$ cat src/rtl/pipelined_adder_pkg.sv
// Shared types for the slice-pipelined adder: operation select, per-stage payload
// and the signed-overflow helper.
package pipelined_adder_pkg;

    // Widest operand the stage payload can carry; narrower configurations leave the
    // upper bits constant and they are trimmed away.
    localparam int unsigned MAX_N_BIT = 256;

    typedef enum logic {
        OP_ADD = 1'b0,
        OP_SUB = 1'b1
    } op_t;

    typedef struct packed {
        logic                 valid;
        op_t                  op;
        logic                 carry;
        logic [MAX_N_BIT-1:0] sum;
        logic [MAX_N_BIT-1:0] opa;
        logic [MAX_N_BIT-1:0] opb;
    } stage_t;

    function automatic logic signed_overflow(
        input logic a_msb,
        input logic b_msb,
        input logic sum_msb
    );
        return (a_msb == b_msb) && (sum_msb != a_msb);
    endfunction

endpackage

$ cat src/rtl/pipelined_tree_adder_stage.sv
// One SLICE_BIT-wide combinational adder slice with carry in and carry out.
module adder_pipe_stage #(
    parameter int unsigned SLICE_BIT = 8
) (
    input  logic [SLICE_BIT-1:0] a,
    input  logic [SLICE_BIT-1:0] b,
    input  logic                 carry_in,
    output logic [SLICE_BIT-1:0] sum_c,
    output logic                 carry_out_c
);

    localparam int unsigned SUM_W = SLICE_BIT + 1;

    logic [SUM_W-1:0] total;

    assign total       = {1'b0, a} + {1'b0, b} + SUM_W'(carry_in);
    assign sum_c       = total[SLICE_BIT-1:0];
    assign carry_out_c = total[SLICE_BIT];

endmodule

$ cat src/rtl/pipelined_tree_adder.sv
// Carry-skewed pipelined adder/subtractor: one SLICE_BIT slice per stage, global
// valid/ready advance, operand slices travel with the partially built sum.
module pipelined_tree_adder
    import pipelined_adder_pkg::*;
#(
    parameter int unsigned N_BIT     = 32,
    parameter int unsigned SLICE_BIT = 8
) (
    input  logic             clk,
    input  logic             rst,
    input  logic             in_valid,
    output logic             in_ready,
    input  logic [N_BIT-1:0] operand_1,
    input  logic [N_BIT-1:0] operand_2,
    input  logic             carry_in,
    input  op_t              op,
    output logic             out_valid,
    input  logic             out_ready,
    output logic [N_BIT-1:0] sum,
    output logic             carry_out,
    output logic             overflow,
    output logic             zero
);

    localparam int unsigned NS = N_BIT / SLICE_BIT;

    if ((SLICE_BIT != 4 && SLICE_BIT != 8 && SLICE_BIT != 16) || N_BIT < 8 ||
        (N_BIT % SLICE_BIT) != 0 || N_BIT > MAX_N_BIT) begin : g_bad_params
        $error("pipelined_tree_adder: illegal N_BIT/SLICE_BIT combination");
    end

    stage_t               stage_q [NS];
    stage_t               stage_d [NS];
    logic [SLICE_BIT-1:0] slice_a   [NS];
    logic [SLICE_BIT-1:0] slice_b   [NS];
    logic [SLICE_BIT-1:0] slice_sum [NS];
    logic                 slice_cin  [NS];
    logic                 slice_cout [NS];

    logic             advance;
    logic             accept;
    logic [N_BIT-1:0] opb_eff;
    logic             cin_eff;
    logic             zero_q;
    logic             zero_d;
    logic             overflow_q;
    logic             overflow_d;

    // Reset forces readiness even when a stalled result sits in the last stage.
    assign advance  = !stage_q[NS-1].valid || out_ready;
    assign in_ready = advance || rst;
    assign accept   = in_valid && in_ready;

    // Subtraction is a + ~b + 1, so the forced carry replaces carry_in.
    assign opb_eff = (op == OP_SUB) ? ~operand_2 : operand_2;
    assign cin_eff = (op == OP_SUB) ? 1'b1 : carry_in;

    for (genvar k = 0; k < NS; k++) begin : g_stage
        if (k == 0) begin : g_first
            assign slice_a[k]   = operand_1[SLICE_BIT-1:0];
            assign slice_b[k]   = opb_eff[SLICE_BIT-1:0];
            assign slice_cin[k] = cin_eff;
        end else begin : g_next
            assign slice_a[k]   = stage_q[k-1].opa[k*SLICE_BIT +: SLICE_BIT];
            assign slice_b[k]   = stage_q[k-1].opb[k*SLICE_BIT +: SLICE_BIT];
            assign slice_cin[k] = stage_q[k-1].carry;
        end

        adder_pipe_stage #(
            .SLICE_BIT (SLICE_BIT)
        ) u_slice (
            .a           (slice_a[k]),
            .b           (slice_b[k]),
            .carry_in    (slice_cin[k]),
            .sum_c       (slice_sum[k]),
            .carry_out_c (slice_cout[k])
        );
    end

    // Next contents of every stage; payload only reloads behind a valid entry so
    // bubbles never disturb the presented result.
    always_comb begin
        for (int k = 0; k < NS; k++) begin
            stage_d[k] = stage_q[k];
        end

        stage_d[0].valid = accept;
        if (accept) begin
            stage_d[0].op    = op;
            stage_d[0].carry = slice_cout[0];
            stage_d[0].sum   = MAX_N_BIT'(slice_sum[0]);
            stage_d[0].opa   = MAX_N_BIT'(operand_1);
            stage_d[0].opb   = MAX_N_BIT'(opb_eff);
        end

        for (int k = 1; k < NS; k++) begin
            stage_d[k].valid = stage_q[k-1].valid;
            if (stage_q[k-1].valid) begin
                stage_d[k].op    = stage_q[k-1].op;
                stage_d[k].carry = slice_cout[k];
                stage_d[k].opa   = stage_q[k-1].opa;
                stage_d[k].opb   = stage_q[k-1].opb;
                stage_d[k].sum   = stage_q[k-1].sum;
                stage_d[k].sum[k*SLICE_BIT +: SLICE_BIT] = slice_sum[k];
            end
        end

        zero_d     = (stage_d[NS-1].sum[N_BIT-1:0] == '0);
        overflow_d = signed_overflow(stage_d[NS-1].opa[N_BIT-1],
                                     stage_d[NS-1].opb[N_BIT-1],
                                     stage_d[NS-1].sum[N_BIT-1]);
    end

    // Stage registers and registered result flags.
    always_ff @(posedge clk) begin
        if (rst) begin
            for (int k = 0; k < NS; k++) begin
                stage_q[k] <= '0;
            end
            zero_q     <= 1'b0;
            overflow_q <= 1'b0;
        end else if (advance) begin
            for (int k = 0; k < NS; k++) begin
                stage_q[k] <= stage_d[k];
            end
            if (stage_d[NS-1].valid) begin
                zero_q     <= zero_d;
                overflow_q <= overflow_d;
            end
        end
    end

    assign out_valid = stage_q[NS-1].valid;
    assign sum       = stage_q[NS-1].sum[N_BIT-1:0];
    assign carry_out = stage_q[NS-1].carry;
    assign overflow  = overflow_q;
    assign zero      = zero_q;

endmodule

$ cat config.mk
export PLATFORM = sky130hd
export DESIGN_NAME = pipelined_tree_adder
export DESIGN_NICKNAME = d
export VERILOG_FILES = /design/src/rtl/pipelined_adder_pkg.sv /design/src/rtl/pipelined_tree_adder_stage.sv /design/src/rtl/pipelined_tree_adder.sv
export SDC_FILE = /design/constraint.sdc
export NUM_CORES = 1
export LEC_CHECK = 0
export CORE_MARGIN = 5
export CORE_UTILIZATION = 45
export DETAILED_ROUTE_END_ITERATION = 6
export PLACE_DENSITY_LB_ADDON = 0.2
export SYNTH_ARGS = -nofsm -noshare
export SYNTH_HDL_FRONTEND = slang
export SYNTH_SLANG_ARGS = --single-unit
$ cat constraint.sdc
create_clock -name clk -period 6.9 [get_ports clk]
set_clock_uncertainty 0.05 [all_clocks]
set_input_delay 2.07 -clock clk [delete_from_list [all_inputs] [get_ports clk]]
set_output_delay 2.07 -clock clk [all_outputs]
set_load 0.02 [all_outputs]
### Yosys cells after proc, flatten, opt, wreduce, memory -nomap -nowiden

Memory sizes are Yosys's and may differ from the RTL's.
Cells that the tools add are included.

* logic and storage cells: 40
* input port bits: 70
* bits in writable memories: 3084
* bits in registers: 2
* latch bits: 0
* memories: 1
* output and inout bits: 37
* bits in read-only memories: 0

* equal/unequal tests: 2
* reductions and logical operators: 7
* multipliers: 0
* $add $sub $neg: 8
* magnitude comparators: 0
* div/mod/pow operators: 0
* shift-type cells: 0
* multiplexer cells: 15
* bitwise logic cells: 5

Memory list
* stage_q: words 4, width 771, rd ports 4, clocked after memory_dff 0, wr ports 4, RTL line pipelined_tree_adder.sv:32 `stage_t stage_q [NS];`

Operators by type and width (number)
* $mux 771: 4
* $mux 770: 4
* $add 8x8->9: 4
* $add 9x1->9: 4
* $logic_not 32->1: 1
* $mux 32: 1
* $not 32->32: 1
* $mux 1: 6
* $or 1x1->1: 4
* $logic_and 1x1->1: 2
* $logic_or 1x1->1: 2
* $reduce_and 2->1: 1
* $eq 1x1->1: 1
* $logic_not 1->1: 1
* $ne 1x1->1: 1

### Depth between registers and ports, before layout

Gate-level depths: netlist of the first run.

* depth after elaboration: 6
* depth in mapped cells: 11
* depth with buffers taken out: 10

### Cells and area by module

From an unflattened synthesis of the first run, not the netlist that was laid out.

* cells, all modules: 700
* area total of the unflattened synthesis: 9208.8 um2

Modules (own cells, without submodules)
* pipelined_tree_adder: cells each 538, times used 1, seq. area each 5565.3 um2, area each 7882.6 um2
* adder_pipe_stage (g_stage[0].u_slice ...): cells each 40, times used 3, seq. area each 0.0 um2, area each 331.6 um2
* adder_pipe_stage (g_stage[1].u_slice): cells each 42, times used 1, seq. area each 0.0 um2, area each 331.6 um2

### Worst setup path after synthesis of the first run

OpenSTA, ideal clock, no wires.

* kind: input -> register
* from: input op
* to: memory stage_q[0][518] (netlist bit) (data pin)
* setup time: 0.268 ns
* arrival: 4.519 ns
* setup slack: 2.063 ns
* stages on the path: 11
* data required time: 6.582 ns
* buffers on the path: 2
* cells stage by stage: clkbuf_1 > clkbuf_1 > xnor2_1 > fa_1 > fa_1 > nor2b_1 > o21ai_0 > a21boi_0 > o21a_1 > o21ai_0 > nor3b_1

RTL lines
* start, declared: RTL line pipelined_tree_adder.sv:16 `input op_t op,`
* end, declared: RTL line pipelined_tree_adder.sv:32

### Worst setup path after layout of the first run

* from: input out_ready
* to: output in_ready

* word-level cells in the longest chain between the ends: 2

RTL lines
* start, declared: RTL line pipelined_tree_adder.sv:18 `input logic out_ready,`
* $logic_or 1x1->1: RTL line pipelined_tree_adder.sv:50 `assign advance = !stage_q[NS-1].valid || out_ready;`
* $logic_or 1x1->1: RTL line pipelined_tree_adder.sv:51 `assign in_ready = advance || rst;`
* end, declared: RTL line pipelined_tree_adder.sv:12 `output logic in_ready,`

No other way between the ends.

==> results.md, run 1 <==
- The min-delay analysis places its worst path in the category flop to flop.
- Post-CTS timing repair inserted 0 buffers for setup.
- Averaged over all synthesized cells, the footprint is 13.05 µm².
- The cell accounting for the most synthesized area is sky130_fd_sc_hd__edfxtp_1.
- The power consumption is between 2 and 3 mW.
- Setup repair after global routing left no endpoint under its margin.
- Data arrives at the worst endpoint at 3.49 ns.
- The initial antenna violation count is 0.
- The via count of the first global-routing pass is 5,080.
- Summing the areas of all compound-gate instances in the mapped netlist gives 4.456% of the synthesized area.
- The commonest cells after synthesis are 184 x sky130_fd_sc_hd__edfxtp_1, 103 x sky130_fd_sc_hd__and2_1, 80 x sky130_fd_sc_hd__nor2_1.
- The post-detailed-route DRC marker count is 0.
- Hold repair after CTS inserted 0 buffers.
- The routed layout has 4,907 vias.
- Cells fill 54.02% of the core in the end.
- The H-tree depth reported by CTS is 4.
- Measured along the x axis, the die boundary spans ~150 µm.
- For this design the ratio of total power to cell area is 254.3 mW/mm².
- The launch point of the worst reg-to-reg path is stage_q[2][768]$_SDFFCE_PN0P_.
- The number of clock sinks seen by CTS is 186.
- The final critical delay including setup and external delays is ~5.6 ns.
- The worst path uses 81.34% of the clock period.
- The combinational family with the most area after synthesis is simple AND/OR/NAND/NOR gates.
- The final layout contains routed wiring with a total length of 15.02 mm.
- Headroom to the max-slew limit came out at 24.83%.
- For this run, the number of Yosys warnings is 0.
- The number of flops mapped to enable cells by yosys is 184.
- The reg2reg setup slack is 3.73 ns.
- The maximum clock insertion buffer count is 2.
- The HPWL after detailed placement is around 11 mm.
- Synthesis produced a netlist with a net count of 786.
- The tool flagged a number of max-cap violations equal to 0.
- The gate count of the mapped netlist is 680.
- Ranked by total cell area, the synthesized netlist is headed by sky130_fd_sc_hd__edfxtp_1 62%, sky130_fd_sc_hd__and2_1 7.3%, sky130_fd_sc_hd__ha_1 3.9%.
- The kind of critical path is primary input to output port.
- The depth of the worst register-to-register path is 7.
- The highest-delay cell along the critical path is sky130_fd_sc_hd__clkdlybuf4s50_1.
- The die height is 150.4 µm.
- The startpoint identified for the worst hold timing path is zero$_SDFFE_PP0P_.
- The prevailing post-synth register cell is sky130_fd_sc_hd__edfxtp_1.
- The floorplan step defined a die boundary enclosing approximately 0.023 mm².
- The final layout contains 856 nets.
- Summing the areas of all xor and xnor instances in the mapped netlist gives 4.047% of the synthesized area.
- At the pin with the least slew margin, the transition time is approximately 1.1 ns.
- The starting density of the core is 45.59%.
- Entering global routing, the biggest net connects 79 pins.
- Measured against the total synthesized area, the mux share comes to 3.526%.
- The worst hold path passes through 2 cells.
- In this run the worst path has a maximum fanout of 5.
- between 100 and 150 I/O pins were placed.
- Setup violations remaining at the end of the flow were counted as 0.
- The final worst hold slack is approximately 0.43 ns.
- At the end of routability-driven placement, the weighted congestion stood at ~0.74.
- The hold violation total from the final report is 0.
- The number of synthesized register bits is 186.
- The number of max-slew violations in the final report is 0.
- The highest achievable clock rate is 0.1782 GHz.
- In this run the cell area of the synthesized design comes to 0.008872 mm².
- The detail-routed via count per cell is ~4.8.
- Buffers inserted during clock tree synthesis total 17.
- The row count is 51.
- STA classifies the critical path startpoint as a primary input.
- The TritonCTS clock tree is done.
- For this run, asynchronously set or reset flops after synthesis account for 0%.
- Across the VDD grid, the largest voltage drop is 0.0001704 V.
- The most numerous cell in the Yosys netlist is sky130_fd_sc_hd__edfxtp_1.
- After routing the design area is roughly 0.011 mm².
- The share of synthesized area in the top cell type comes to 62.28%.
- In this run the tool buffered the top-level ports with 106 buffer cells.
- The worst setup slack before clock tree synthesis is 1.277 ns.
- In the global route stage, overall resource usage came out at 14.11%.
- At the worst endpoint, the required time is 4.78 ns.
- The number of cells upsized or downsized after cts is 0.
- In this design, the stage delay of the slowest critical-path cell is 0.54 ns.
- The flow ran to the end, and the final reports show no timing, DRC or antenna violations.
- The count of inserted antenna diode cells is 0.
- The clock-pin slew on the worst setup and hold paths is 0.06 ns.
- The number of iterations in the first detailed-routing pass is 5.
- The cell seen most often among critical-path stages is sky130_fd_sc_hd__clkdlybuf4s50_1.
- The relative area change from synthesis to final layout is 18.50%.
- STA classifies the critical path endpoint as an output port.
- The path with the worst hold slack has its endpoint at zero$_SDFFE_PP0P_.
- The wire length of the first global-routing pass is between 20 and 30 mm.
- The insertion delay of the later-clocked pin in the worst-skew pair is around 0.42 ns.
- Dividing the detail-routed wire length by the instance count gives 14.65 µm.
- In this run the remaining antenna-violating nets after routing total 0.
- The reported leakage power is between 3 and 4 nW.
- Once routing completed, OpenROAD measured the worst setup slack at between 1 and 1.5 ns.
- The synthesized netlist devotes 14.67% of its cell area to simple gates.
- Walking the worst path, the cells encountered are clkdlybuf4s50_1, nand2b_1, or2_2, clkdlybuf4s50_1.
- In the final timing run, aggregate negative setup slack is 0 ns.
- In this run the cell area measured after placement is 0.009952 mm².
- Sequential cells were found to cover 62.73% of the synthesized design area.
- The adder-cell share of the synthesized area is 5.754%.
- Once layout is complete, the cells apart from fillers number 1,025.
- The share of final-layout standard cells stronger than drive strength 1 is 5.526%.
- The worst register-to-register path ends at zero$_SDFFE_PP0P_.
- In this run, distinct cell masters in the synthesized netlist total 38.
- The global-route congestion overflow total is 0.
- The root cell of the clock tree is sky130_fd_sc_hd__clkbuf_16.
- The region available for standard cell placement spans 0.01946 mm².
- Counting tap cells, the placed design contains a total of between 900 and 1,000 instances.
- The number of DRC violations after detailed-routing iteration 0 is 213.
==> sequential cells by signal, summed over array words and instances, names as in the netlist <==
name,flops
stage_q,184
zero,1
overflow,1
==> how the worst max path moves through the flow <==
stage,cells after the start,end,from,slack (ns)
4_1_cts,4,in_ready,out_ready,1.26
3_3_place_gp,4,in_ready,out_ready,1.29
6_report,4,in_ready,out_ready,1.29
5_1_grt,4,in_ready,out_ready,1.21
2_1_floorplan,11,stage_q[0][518]$_SDFFCE_PN0P_,op,2.06
3_5_place_dp,4,in_ready,out_ready,1.28
==> cells in the final DEF, fill, tap and decap left out, drive strengths merged, types with 4 or more instances in the layout <==
| cell type | instances |
|---|---|
| nand2 | 9 |
| a21o | 4 |
| nor4 | 6 |
| nor3b | 4 |
| edfxtp | 184 |
| or2 | 5 |
| mux2i | 29 |
| buf | 6 |
| fa | 8 |
| clkinv | 5 |
| nand2b | 5 |
| ha | 28 |
| clkdlybuf4s50 | 105 |
| a21oi | 14 |
| nor2 | 80 |
| and2 | 103 |
| o21ai | 14 |
| o21a | 10 |
| clkbuf | 19 |
| xnor2 | 34 |
| nor2b | 6 |
| a211oi | 4 |
| xor2 | 7 |
| nor3 | 21 |
| inv | 21 |
==> power by group <==
group	switching, mW	internal [mW]	leakage (nW)	total, mW
sequential	0.0342	1.35	2.00	1.39
combinational	0.178	0.166	1.68	0.344
clock	0.383	0.559	0.265	0.942
==> critical path: cells and delay by family <==
family        cells  cell delay (ns)
buf+inv           2             0.93
simple gates      2             0.48
==> per-layer routing <==
metal	wire [µm]	GRT usage, %
met4	242	4.666
met2	6928	22.54
met3	743	2.890
met1	7108	19.42
met5	0	0
==> final cells by class <==
class,instances,area [µm²]
multi-input combinational,413,2883
tap,265,331.6
timing repair buffer,111,1094
clock inverter,10,128.9
fill,1633,8949
inverter,21,78.83
clock buffer,19,432.9
sequential,186,5565
==> kinds of logic after synthesis <==
| group | count (synthesis) |
|---|---|
| adders and majority gates | 36 |
| DFF | 186 |
| and+or+nand+nor | 246 |
| buffers and inverters | 81 |
| muxes | 31 |
| xor gates and xnor gates | 41 |
| AOI/OAI and AO/OA | 59 |
No activity file was read; power rests on OpenSTA's default activity.
==> run 2, diff against run 1 <==
- clock period: 6.9 -> 5.5 ns (I/O delays scaled with it)
==> results.md, run 2 (synthesis results as in run 1) <==
- The run finished with clean final reports.
- The final routed wirelength across all metal layers is 14.81 mm (-1.4%).
- The full die area is 0.02262 mm² (unchanged).
- The worst voltage drop across the vdd grid came to 0.0001887 V (+11%).
- The share of final-layout standard cells stronger than drive strength 1 is 6.021% (+0.49 points).
- The largest net degree at the start of global routing is 85 (+7.6%).
- The global-route congestion overflow total is 0 (unchanged).
- The TritonCTS clock tree is done.
- The count of antenna-violating nets left after detailed routing is 0 (unchanged).
- The critical path data arrival time was 3.06 ns (-0.43 ns).
- The detail-routed via count per cell is 4.695 (-1.9%).
- The clock-pin slew on the worst setup and hold paths is 0.06 ns (about the same).
- The post-detailed-route DRC marker count is 0 (unchanged).
- The number of buffers inserted to repair setup after CTS is 0 (unchanged).
- STA classifies the critical path endpoint as an output port.
- The worst max-slew margin expressed relative to the limit is 31.62% (+6.8 points).
- In this run the clock root is driven by a sky130_fd_sc_hd__clkbuf_16.
- The total of endpoints with negative setup slack in the final report was 0 (unchanged).
- The number of top-level design ports came to 107 (unchanged).
- The starting density of the core is 45.59% (unchanged).
- The data required time of the critical path is 3.80 ns (-0.98 ns).
- The maximum clock insertion buffer count is 2 (unchanged).
- The routability congestion estimate was 0.7743 (+3.9%).
- The total routing usage reported by global routing is 13.92% (-0.19 points).
- The number of DRC violations after detailed-routing iteration 0 is 182 (-15%).
- The kind of critical path is primary input to output port.
- The post-layout utilization of the core was 54.09% (+0.071 points).
- The measured slew at the worst slew-check pin is 1.026 ns (-0.1018 ns).
- The wire length of the first global-routing pass was 24.76 mm (-1.1%).
- The filler cell count came to 1,616 (-1.0%).
- The launch point of the worst reg-to-reg path is stage_q[2][768]$_SDFFCE_PN0P_.
- The reg2reg setup slack is 2.26 ns (-1.47 ns).
- The insertion delay of the later-clocked pin in the worst-skew pair is 0.42 ns (about the same).
- The routed length per instance was 14.40 µm (-1.8%).
- The total clock buffers created by CTS is 17 (unchanged).
- The H-tree depth reported by CTS is 4 (unchanged).
- The count of inserted antenna diode cells is 0 (unchanged).
- The final critical-path setup slack is 0.7388 ns (-0.5485 ns).
- The estimated wirelength of the detail-placed design is 10.50 mm (-1.7%).
- The most common cell after layout, fill and taps aside is sky130_fd_sc_hd__edfxtp_1.
- The hold path endpoint is zero$_SDFFE_PP0P_.
- The number of flip-flops in the largest register is 184 (unchanged).
- The area of the core region came to 0.01946 mm² (unchanged).
- The via count of the routed design is 4,831 (-1.5%).
- The via count of the first global-routing pass is 4,942 (-2.7%).
- The floorplan die width is 150.4 µm (unchanged).
- The worst path uses 86.57% of the clock period.
- The number of iterations in the first detailed-routing pass came to 4 (-1).
- The number of cells upsized or downsized after cts came to 0 (unchanged).
- The number of max-slew violations in the final report is 0 (unchanged).
- The number of nets in the final layout is 859 (+0.35%).
- The cell depth of the worst min-delay path is 2 (unchanged).
- Setup repair after global routing left no endpoint under its margin.
- The final worst hold slack is 0.4359 ns (+0.007111 ns).
- Counting flops per register, the top entry is stage_q.
- In this run the critical register-to-register path is captured at zero$_SDFFE_PP0P_.
- The die height was 150.4 µm (unchanged).
- The reported leakage power came to 3.951 nW (+0.22%).
- The number of clock sinks seen by CTS is 186 (unchanged).
- The depth of the worst register-to-register path is 7 (unchanged).
- In the layout the commonest cells are 184 x sky130_fd_sc_hd__edfxtp_1, 105 x sky130_fd_sc_hd__clkdlybuf4s50_1, 103 x sky130_fd_sc_hd__and2_1.
- The launching element type of the critical path is a primary input.
- The post-route setup TNS came to 0 ns (unchanged).
- The final critical delay including setup and external delays is about 4.8 ns.
- The reported max-cap violation count is 0 (unchanged).
- The initial antenna violation count is 0 (unchanged).
- The relative area change from synthesis to final layout is 18.66%.
- The worst hold path begins at zero$_SDFFE_PP0P_.
- The port buffer count came to 106 (unchanged).
- The row count is 51 (unchanged).
- The quantity of hold-fixing buffers added after cts came to 0 (unchanged).
- The biggest fanout along the worst timing path is 5 (unchanged).
- The min-delay analysis places its worst path in the category flop to flop.
- The power density normalized to cell area is 313.9 mW/mm² (+23%).
- The worst setup slack before clock tree synthesis is 0.7435 ns (-0.5332 ns).
- Static timing analysis puts the maximum clock frequency at 0.2100 GHz.
- The hold violation total from the final report came to 0 (unchanged).
==> run 2: worst max-delay path by stage <==
stage	startpoint	endpoint	slack, ns	depth (start not counted)
finish	out_ready	in_ready	0.74	4
global route	out_ready	in_ready	0.69	4
CTS	out_ready	in_ready	0.73	4
detailed placement	out_ready	in_ready	0.74	4
global placement	out_ready	in_ready	0.74	4
floorplan	op	stage_q[0][518]$_SDFFCE_PN0P_	1.08	11
==> run 2: power breakdown <==
part           switching [mW]  internal [mW]  total [mW]  leakage (nW)
logic                   0.220          0.212       0.432          1.70
registers              0.0465           1.70        1.74          2.00
clock network           0.473          0.657        1.13         0.254
total                   0.739           2.57        3.30          3.95
==> run 2: metrics by stage <==
stage	power, mW	instances	instance area, µm²
3_5_place_dp	2.212	999	9987
6_report	3.305	1029	10530
2_1_floorplan	2.060	680	8872
5_1_grt	3.457	1029	10530
3_3_place_gp	2.201	999	9987
4_1_cts	3.340	1029	10530
==> run 2: worst max-delay path, stage by stage <==
cell	delay (ns)
sky130_fd_sc_hd__clkdlybuf4s50_1	0.39
sky130_fd_sc_hd__nand2b_1	0.20
sky130_fd_sc_hd__or2_2	0.29
sky130_fd_sc_hd__clkdlybuf4s50_1	0.53
==> run 2: layout make-up <==
class / count / area [µm²] / share of cell area, %
clock inverter: 10 / 103.9 / 0.9865
sequential: 186 / 5565 / 52.86
clock buffer: 20 / 436.7 / 4.148
multi-input combinational: 413 / 2883 / 27.38
inverter: 21 / 78.83 / 0.7488
timing repair buffer: 114 / 1129 / 10.72
tap: 265 / 331.6 / 3.150
==> run 2: layer usage <==
layer,part of all wire [%],global-route usage [%]
met4,1.6,5.032
met5,0,0
met2,46,21.26
met1,48,19.70
met3,4.3,3.040
